## src/rtl/ysyx_25040101_imm_pkg.sv

```systemverilog
// Shared constants for the immediate generator stage: type encodings and skid-buffer states.
package ysyx_25040101_imm_pkg;

  localparam int unsigned IMM_TYPE_W = 7;

  localparam int unsigned IMM_I_IDX     = 6;
  localparam int unsigned IMM_S_IDX     = 5;
  localparam int unsigned IMM_B_IDX     = 4;
  localparam int unsigned IMM_U_IDX     = 3;
  localparam int unsigned IMM_J_IDX     = 2;
  localparam int unsigned IMM_SHAMT_IDX = 1;
  localparam int unsigned IMM_ZIMM_IDX  = 0;

  localparam logic [IMM_TYPE_W-1:0] IMM_I     = 7'b100_0000;
  localparam logic [IMM_TYPE_W-1:0] IMM_S     = 7'b010_0000;
  localparam logic [IMM_TYPE_W-1:0] IMM_B     = 7'b001_0000;
  localparam logic [IMM_TYPE_W-1:0] IMM_U     = 7'b000_1000;
  localparam logic [IMM_TYPE_W-1:0] IMM_J     = 7'b000_0100;
  localparam logic [IMM_TYPE_W-1:0] IMM_SHAMT = 7'b000_0010;
  localparam logic [IMM_TYPE_W-1:0] IMM_ZIMM  = 7'b000_0001;

  typedef enum logic [1:0] {
    EMPTY = 2'd0,
    ONE   = 2'd1,
    TWO   = 2'd2
  } state_e;

  function automatic logic is_onehot(input logic [IMM_TYPE_W-1:0] t);
    return (t != '0) && ((t & (t - IMM_TYPE_W'(1))) == '0);
  endfunction

endpackage

```

## src/rtl/ysyx_25040101_imm_decode.sv

```systemverilog
// Combinational immediate decode from instr[31:7] and a one-hot type.
// err_o exists only with YSYX_25040101_IMM_ERR_EN.
module ysyx_25040101_imm_decode
  import ysyx_25040101_imm_pkg::*;
#(
  parameter int unsigned XLEN = 32
) (
  input  logic [24:0]           raw_i,
  input  logic [IMM_TYPE_W-1:0] type_i,
`ifdef YSYX_25040101_IMM_ERR_EN
  output logic                  err_o,
`endif
  output logic [XLEN-1:0]       imm_o
);

  localparam int unsigned ShamtW = (XLEN == 64) ? 6 : 5;

  // raw_i[k] holds instr[k+7]
  logic sign;
  assign sign = raw_i[24];

  always_comb begin
    imm_o = '0;
    unique case (type_i)
      IMM_I:     imm_o = {{(XLEN-12){sign}}, raw_i[24:13]};
      IMM_S:     imm_o = {{(XLEN-12){sign}}, raw_i[24:18], raw_i[4:0]};
      IMM_B:     imm_o = {{(XLEN-13){sign}}, sign, raw_i[0], raw_i[23:18], raw_i[4:1], 1'b0};
      IMM_U:     imm_o = {{(XLEN-32){sign}}, raw_i[24:5], 12'h000};
      IMM_J:     imm_o = {{(XLEN-21){sign}}, sign, raw_i[12:5], raw_i[13], raw_i[23:14], 1'b0};
      IMM_SHAMT: imm_o = XLEN'(raw_i[13 +: ShamtW]);
      IMM_ZIMM:  imm_o = XLEN'(raw_i[12:8]);
      default:   imm_o = '0;
    endcase
  end

`ifdef YSYX_25040101_IMM_ERR_EN
  assign err_o = !is_onehot(type_i);
`endif

endmodule

```

## src/rtl/ysyx_25040101_imm_gen_stage.sv

```systemverilog
// Registered immediate generator with a 2-entry skid buffer and flush.
// Optional err_o output is enabled by defining YSYX_25040101_IMM_ERR_EN.
module ysyx_25040101_imm_gen_stage
  import ysyx_25040101_imm_pkg::*;
#(
  parameter int unsigned XLEN  = 32,
  parameter int unsigned TAG_W = 32
) (
  input  logic                  clk_i,
  input  logic                  rst_n_i,
  input  logic                  flush_i,
  input  logic                  in_valid_i,
  output logic                  in_ready_o,
  input  logic [24:0]           raw_imm_i,
  input  logic [IMM_TYPE_W-1:0] imm_type_i,
  input  logic [TAG_W-1:0]      tag_i,
  output logic                  out_valid_o,
  input  logic                  out_ready_i,
  output logic [XLEN-1:0]       imm_o,
`ifdef YSYX_25040101_IMM_ERR_EN
  output logic                  err_o,
`endif
  output logic [TAG_W-1:0]      tag_o
);

  if (!(XLEN == 32 || XLEN == 64)) begin : g_bad_xlen
    $error("XLEN must be 32 or 64");
  end

  typedef struct packed {
    logic [XLEN-1:0]  imm;
    logic [TAG_W-1:0] tag;
`ifdef YSYX_25040101_IMM_ERR_EN
    logic             err;
`endif
  } entry_t;

  entry_t in_entry;
  entry_t head_q, head_d;
  entry_t skid_q, skid_d;
  state_e state_q, state_d;

  logic push, pop;
  logic head_ld, head_from_skid, skid_ld;

  ysyx_25040101_imm_decode #(
    .XLEN (XLEN)
  ) u_decode (
    .raw_i  (raw_imm_i),
    .type_i (imm_type_i),
`ifdef YSYX_25040101_IMM_ERR_EN
    .err_o  (in_entry.err),
`endif
    .imm_o  (in_entry.imm)
  );

  assign in_entry.tag = tag_i;

  // Handshake signals come straight from state flops; no out_ready_i -> in_ready_o path.
  assign in_ready_o  = (state_q != TWO);
  assign out_valid_o = (state_q != EMPTY);
  assign push        = in_valid_i & in_ready_o;
  assign pop         = out_valid_o & out_ready_i;

  always_comb begin
    state_d        = state_q;
    head_ld        = 1'b0;
    head_from_skid = 1'b0;
    skid_ld        = 1'b0;
    unique case (state_q)
      EMPTY: begin
        if (push) begin
          state_d = ONE;
          head_ld = 1'b1;
        end
      end
      ONE: begin
        if (push && pop) begin
          head_ld = 1'b1;
        end else if (push) begin
          state_d = TWO;
          skid_ld = 1'b1;
        end else if (pop) begin
          state_d = EMPTY;
        end
      end
      TWO: begin
        if (pop) begin
          state_d        = ONE;
          head_from_skid = 1'b1;
        end
      end
      default: state_d = EMPTY;
    endcase
    // Flush beats any same-cycle transfer on either side.
    if (flush_i) begin
      state_d        = EMPTY;
      head_ld        = 1'b0;
      head_from_skid = 1'b0;
      skid_ld        = 1'b0;
    end
  end

  always_comb begin
    head_d = head_q;
    skid_d = skid_q;
    if (head_from_skid) begin
      head_d = skid_q;
    end else if (head_ld) begin
      head_d = in_entry;
    end
    if (skid_ld) begin
      skid_d = in_entry;
    end
  end

  always_ff @(posedge clk_i or negedge rst_n_i) begin
    if (!rst_n_i) begin
      state_q <= EMPTY;
      head_q  <= '0;
      skid_q  <= '0;
    end else begin
      state_q <= state_d;
      head_q  <= head_d;
      skid_q  <= skid_d;
    end
  end

  assign imm_o = head_q.imm;
  assign tag_o = head_q.tag;
`ifdef YSYX_25040101_IMM_ERR_EN
  assign err_o = head_q.err;
`endif

endmodule

```

## config.mk

```make
export PLATFORM = sky130hd
export DESIGN_NAME = ysyx_25040101_imm_gen_stage
export DESIGN_NICKNAME = d
export VERILOG_FILES = /design/src/rtl/ysyx_25040101_imm_pkg.sv /design/src/rtl/ysyx_25040101_imm_decode.sv /design/src/rtl/ysyx_25040101_imm_gen_stage.sv
export SDC_FILE = /design/constraint.sdc
export NUM_CORES = 1
export LEC_CHECK = 0
export ABC_AREA = 1
export BUFFER_PORTS_ARGS = -buffer_cell sky130_fd_sc_hd__buf_2
export CAP_MARGIN = 25
export CORE_UTILIZATION = 56
export DETAILED_ROUTE_END_ITERATION = 10
export GPL_TIMING_DRIVEN = 0
export PLACE_DENSITY = 0.9
export SLEW_MARGIN = 0
export SYNTH_ARGS = -nofsm -noshare
export SYNTH_HDL_FRONTEND = slang
export SYNTH_HIERARCHICAL = 1
export SYNTH_SLANG_ARGS = --single-unit
```

## constraint.sdc

```tcl
create_clock -name clk_i -period 1.55 [get_ports clk_i]
set_input_delay 0.3875 -clock clk_i [delete_from_list [all_inputs] [get_ports clk_i]]
set_output_delay 0.3875 -clock clk_i [all_outputs]
set_load 0.005 [all_outputs]
```

==> out/results.ini <==
[status]
status=finished with violations
violations=negative setup slack

[clock_tree]
cts_made_buffers=17
cts_buffer_depth=2
cts-root-buf=clkbuf_16
cts_tree=built
insertion_delay_ns=0.42
htree_levels=4
cts_sinks=130
path_clk_slew_ns=0.05

[sta]
period_share=1.03
grt_setup_unrepaired=yes
slew_viol_final=0
hold_viol_final=0
finalSetupViolations=2
worst_pin_slew_ns=0.497
fmax_mhz=626
clock_skew_ns=0.00852
setup_ws_ns=-0.0480
relSlewSlack=0.668
finalCriticalPeriod_ns=1.60

[place]
portBuffers=134
hpwl_um=12800
dp.cells=1258
gp_congestion=0.938

[routing]
postRouteAntennaNets=0
vias=6966
wl_per_cell_um=14.6
drtPass1Iterations=6
drt-total-wl_um=18900
drc=0
viasPerCell=5.38
drt_iter0_drc=720

[global_route]
grt_start_max_net_pins=103
grt_pass1_wl_um=30000
grt_overflow=0
grt_pass1_vias=6492
grt.total_usage=0.299
antenna_found_initial=0

[cells_and_area]
syn2layout_area_growth_pct=24.5
final_util=0.717
drive_above_1_share=0.225
antenna_cells=0
num-nets-final=1184
fin_cells=1294

[run]
max_cap_viol_count=0

[floorplanning]
core_um2=12100
ioPinCount=135
start_util=0.576
die_area_um2=12900
fp.dieH_um=113
die_x_um=113
rows=40

[yosys]
synth-simple-area-share=0.367
synth_compound_area_frac=0.0524
ys_ff_latch=130
synth_xor_xnor_area_share=0
postSynthCellCount=955
synth_fa_ha_area_frac=0
yosys-top-cells-area=dfrtp_1 47%, nand2_1 21%, nand3_1 6.4%
synthMuxAreaShare=0
netlist_area_um2=6950
ys_seq_area_frac=0.468
synth_top_area_share=0.468
synth_warnings=6
syn_nets=1024
synth_common_cells=393 x nand2_1, 130 x dfrtp_1, 95 x inv_1
yosysMostFrequentCell=nand2_1
synth_top_family_by_area=simple AND/OR/NAND/NOR gates
async_reset_ff_frac=1.00
synth_edf_count=0
synth_top_cell_by_area=dfrtp_1
ys_types=21
avgSynthCellArea_um2=7.28
ys.flop_type=dfrtp_1

[hold_path]
hold_path_end=skid_q[3]$_DFFE_PN0P_
hold_depth=3
hp-start=tag_i[3]
holdCritPathClass=in -> reg

[power_and_ir_drop]
p_per_area_nw_per_um2=1190
ir_worst_vdd_mv=0.796
total_leakage_power_nw=4.98

[worst_setup_path]
r2r_cells=8
reg2reg_to=tag_o[9]$_DFFE_PN0P_
crit_family=flip-flops
rr_startpoint=state_q[0]$_DFFE_PN0P_
slowest_delay_ns=0.37
crit_chain=buf_6 > inv_1 > nand2_2 > buf_6
required_ns=1.16
crit_path_end_kind=primary output
crit_top_cell=buf_6
cpMaxStageDelayCell=dfrtp_1
r2r_slack_ns=0.03
worst_setup_path_start_kind=register
arrival_ns=1.21
setup.worst_path.class=reg -> out
critPathMaxFanout=7
path_buf_inv=3

through the flow:
step	cell area (um^2)	hold slack, ns	TNS [ns]	setup WS, ns	power (mW)
final	8650	0.225	-0.0817	-0.0480	10.3
after global routing	8650	0.235	-1.17	-0.0848	10.7
after CTS	8460	0.216	-0.0383	-0.0196	10.2
after detailed placement	7860	0.271	-7.60	-0.222	6.32
after global placement	7830	0.468	-205.15	-1.55	6.19
after floorplan	6950	0.0919	0	0.159	5.52
kinds of logic after synthesis:
family / count (synthesis)
buffers and inverters: 167
DFF: 130
and+or+nand+nor: 586
AOI/OAI and AO/OA: 72
power by group:
group	total, mW	leakage, nW	switching, mW	internal [mW]
Sequential	4.49	1.71	0.386	4.10
Combinational	1.93	2.99	1.10	0.827
Clock	3.84	0.280	1.38	2.46
worst reg2reg max path, stage by stage, from the launching register on:
cell,delay [ns]
dfrtp_1,0.34
buf_6,0.14
inv_1,0.06
nand2_2,0.10
nand4_1,0.19
buf_6,0.23
clkbuf_4,0.19
nand3_1,0.09
nand2_1,0.07
flip-flops by register name, summed over array words and instances (netlist names):
| signal | flops |
|---|---|
| state_q | 2 |
| skid_q | 64 |
| imm_o | 32 |
| tag_o | 32 |
how the worst max path moves through the flow:
stage	startpoint	to	slack [ns]	cells after the start
after floorplan	imm_type_i[1]	imm_o[26]$_DFFE_PN0P_	0.16	12
after global placement	rst_n_i	imm_o[2]$_DFFE_PN0P_	-1.55	1
after detailed placement	imm_type_i[6]	imm_o[6]$_DFFE_PN0P_	-0.22	13
after CTS	state_q[0]$_DFFE_PN0P_	out_valid_o	-0.02	4
after global routing	state_q[0]$_DFFE_PN0P_	in_ready_o	-0.08	4
final	state_q[0]$_DFFE_PN0P_	in_ready_o	-0.05	4
per-layer routing:
metal	up-vias	GRT usage	wire (um)
met1	3212	0.380	7600
met5	-	0	0
li1	3357	-	-
met3	62	0.0579	1380
met4	0	0.158	706
met2	335	0.489	9190
what timing repair did:
item                                    CTS  global route
hold buffers                              1             0
endpoints found under the hold margin    28             0
buffers inserted                          2             2
resized for setup                         5            70
endpoints found under the setup margin    2           123
pin swaps                                 1             4
cloned                                    0             1
final cells by class:
| type | instances | area (um^2) |
|---|---|---|
| sequential | 130 | 3250 |
| tap | 168 | 210 |
| buffer | 68 | 527 |
| inverter | 99 | 372 |
| timing repair buffer | 141 | 782 |
| clock inverter | 6 | 80.1 |
| multi-input combinational | 658 | 2940 |
| clock buffer | 24 | 482 |
| fill | 950 | 3410 |
cell usage in the layout (no fill, tap or decap), drive strengths merged:
cell	count
nand2	400
bufinv	2
dfrtp	130
o21ai	72
nor2	29
dlygate4sd3	1
clkbuf	39
nor3	1
clkinv	4
buf	193
inv	99
nand4	66
nand3	90
Note: power is estimated with default switching activity, not from simulation.
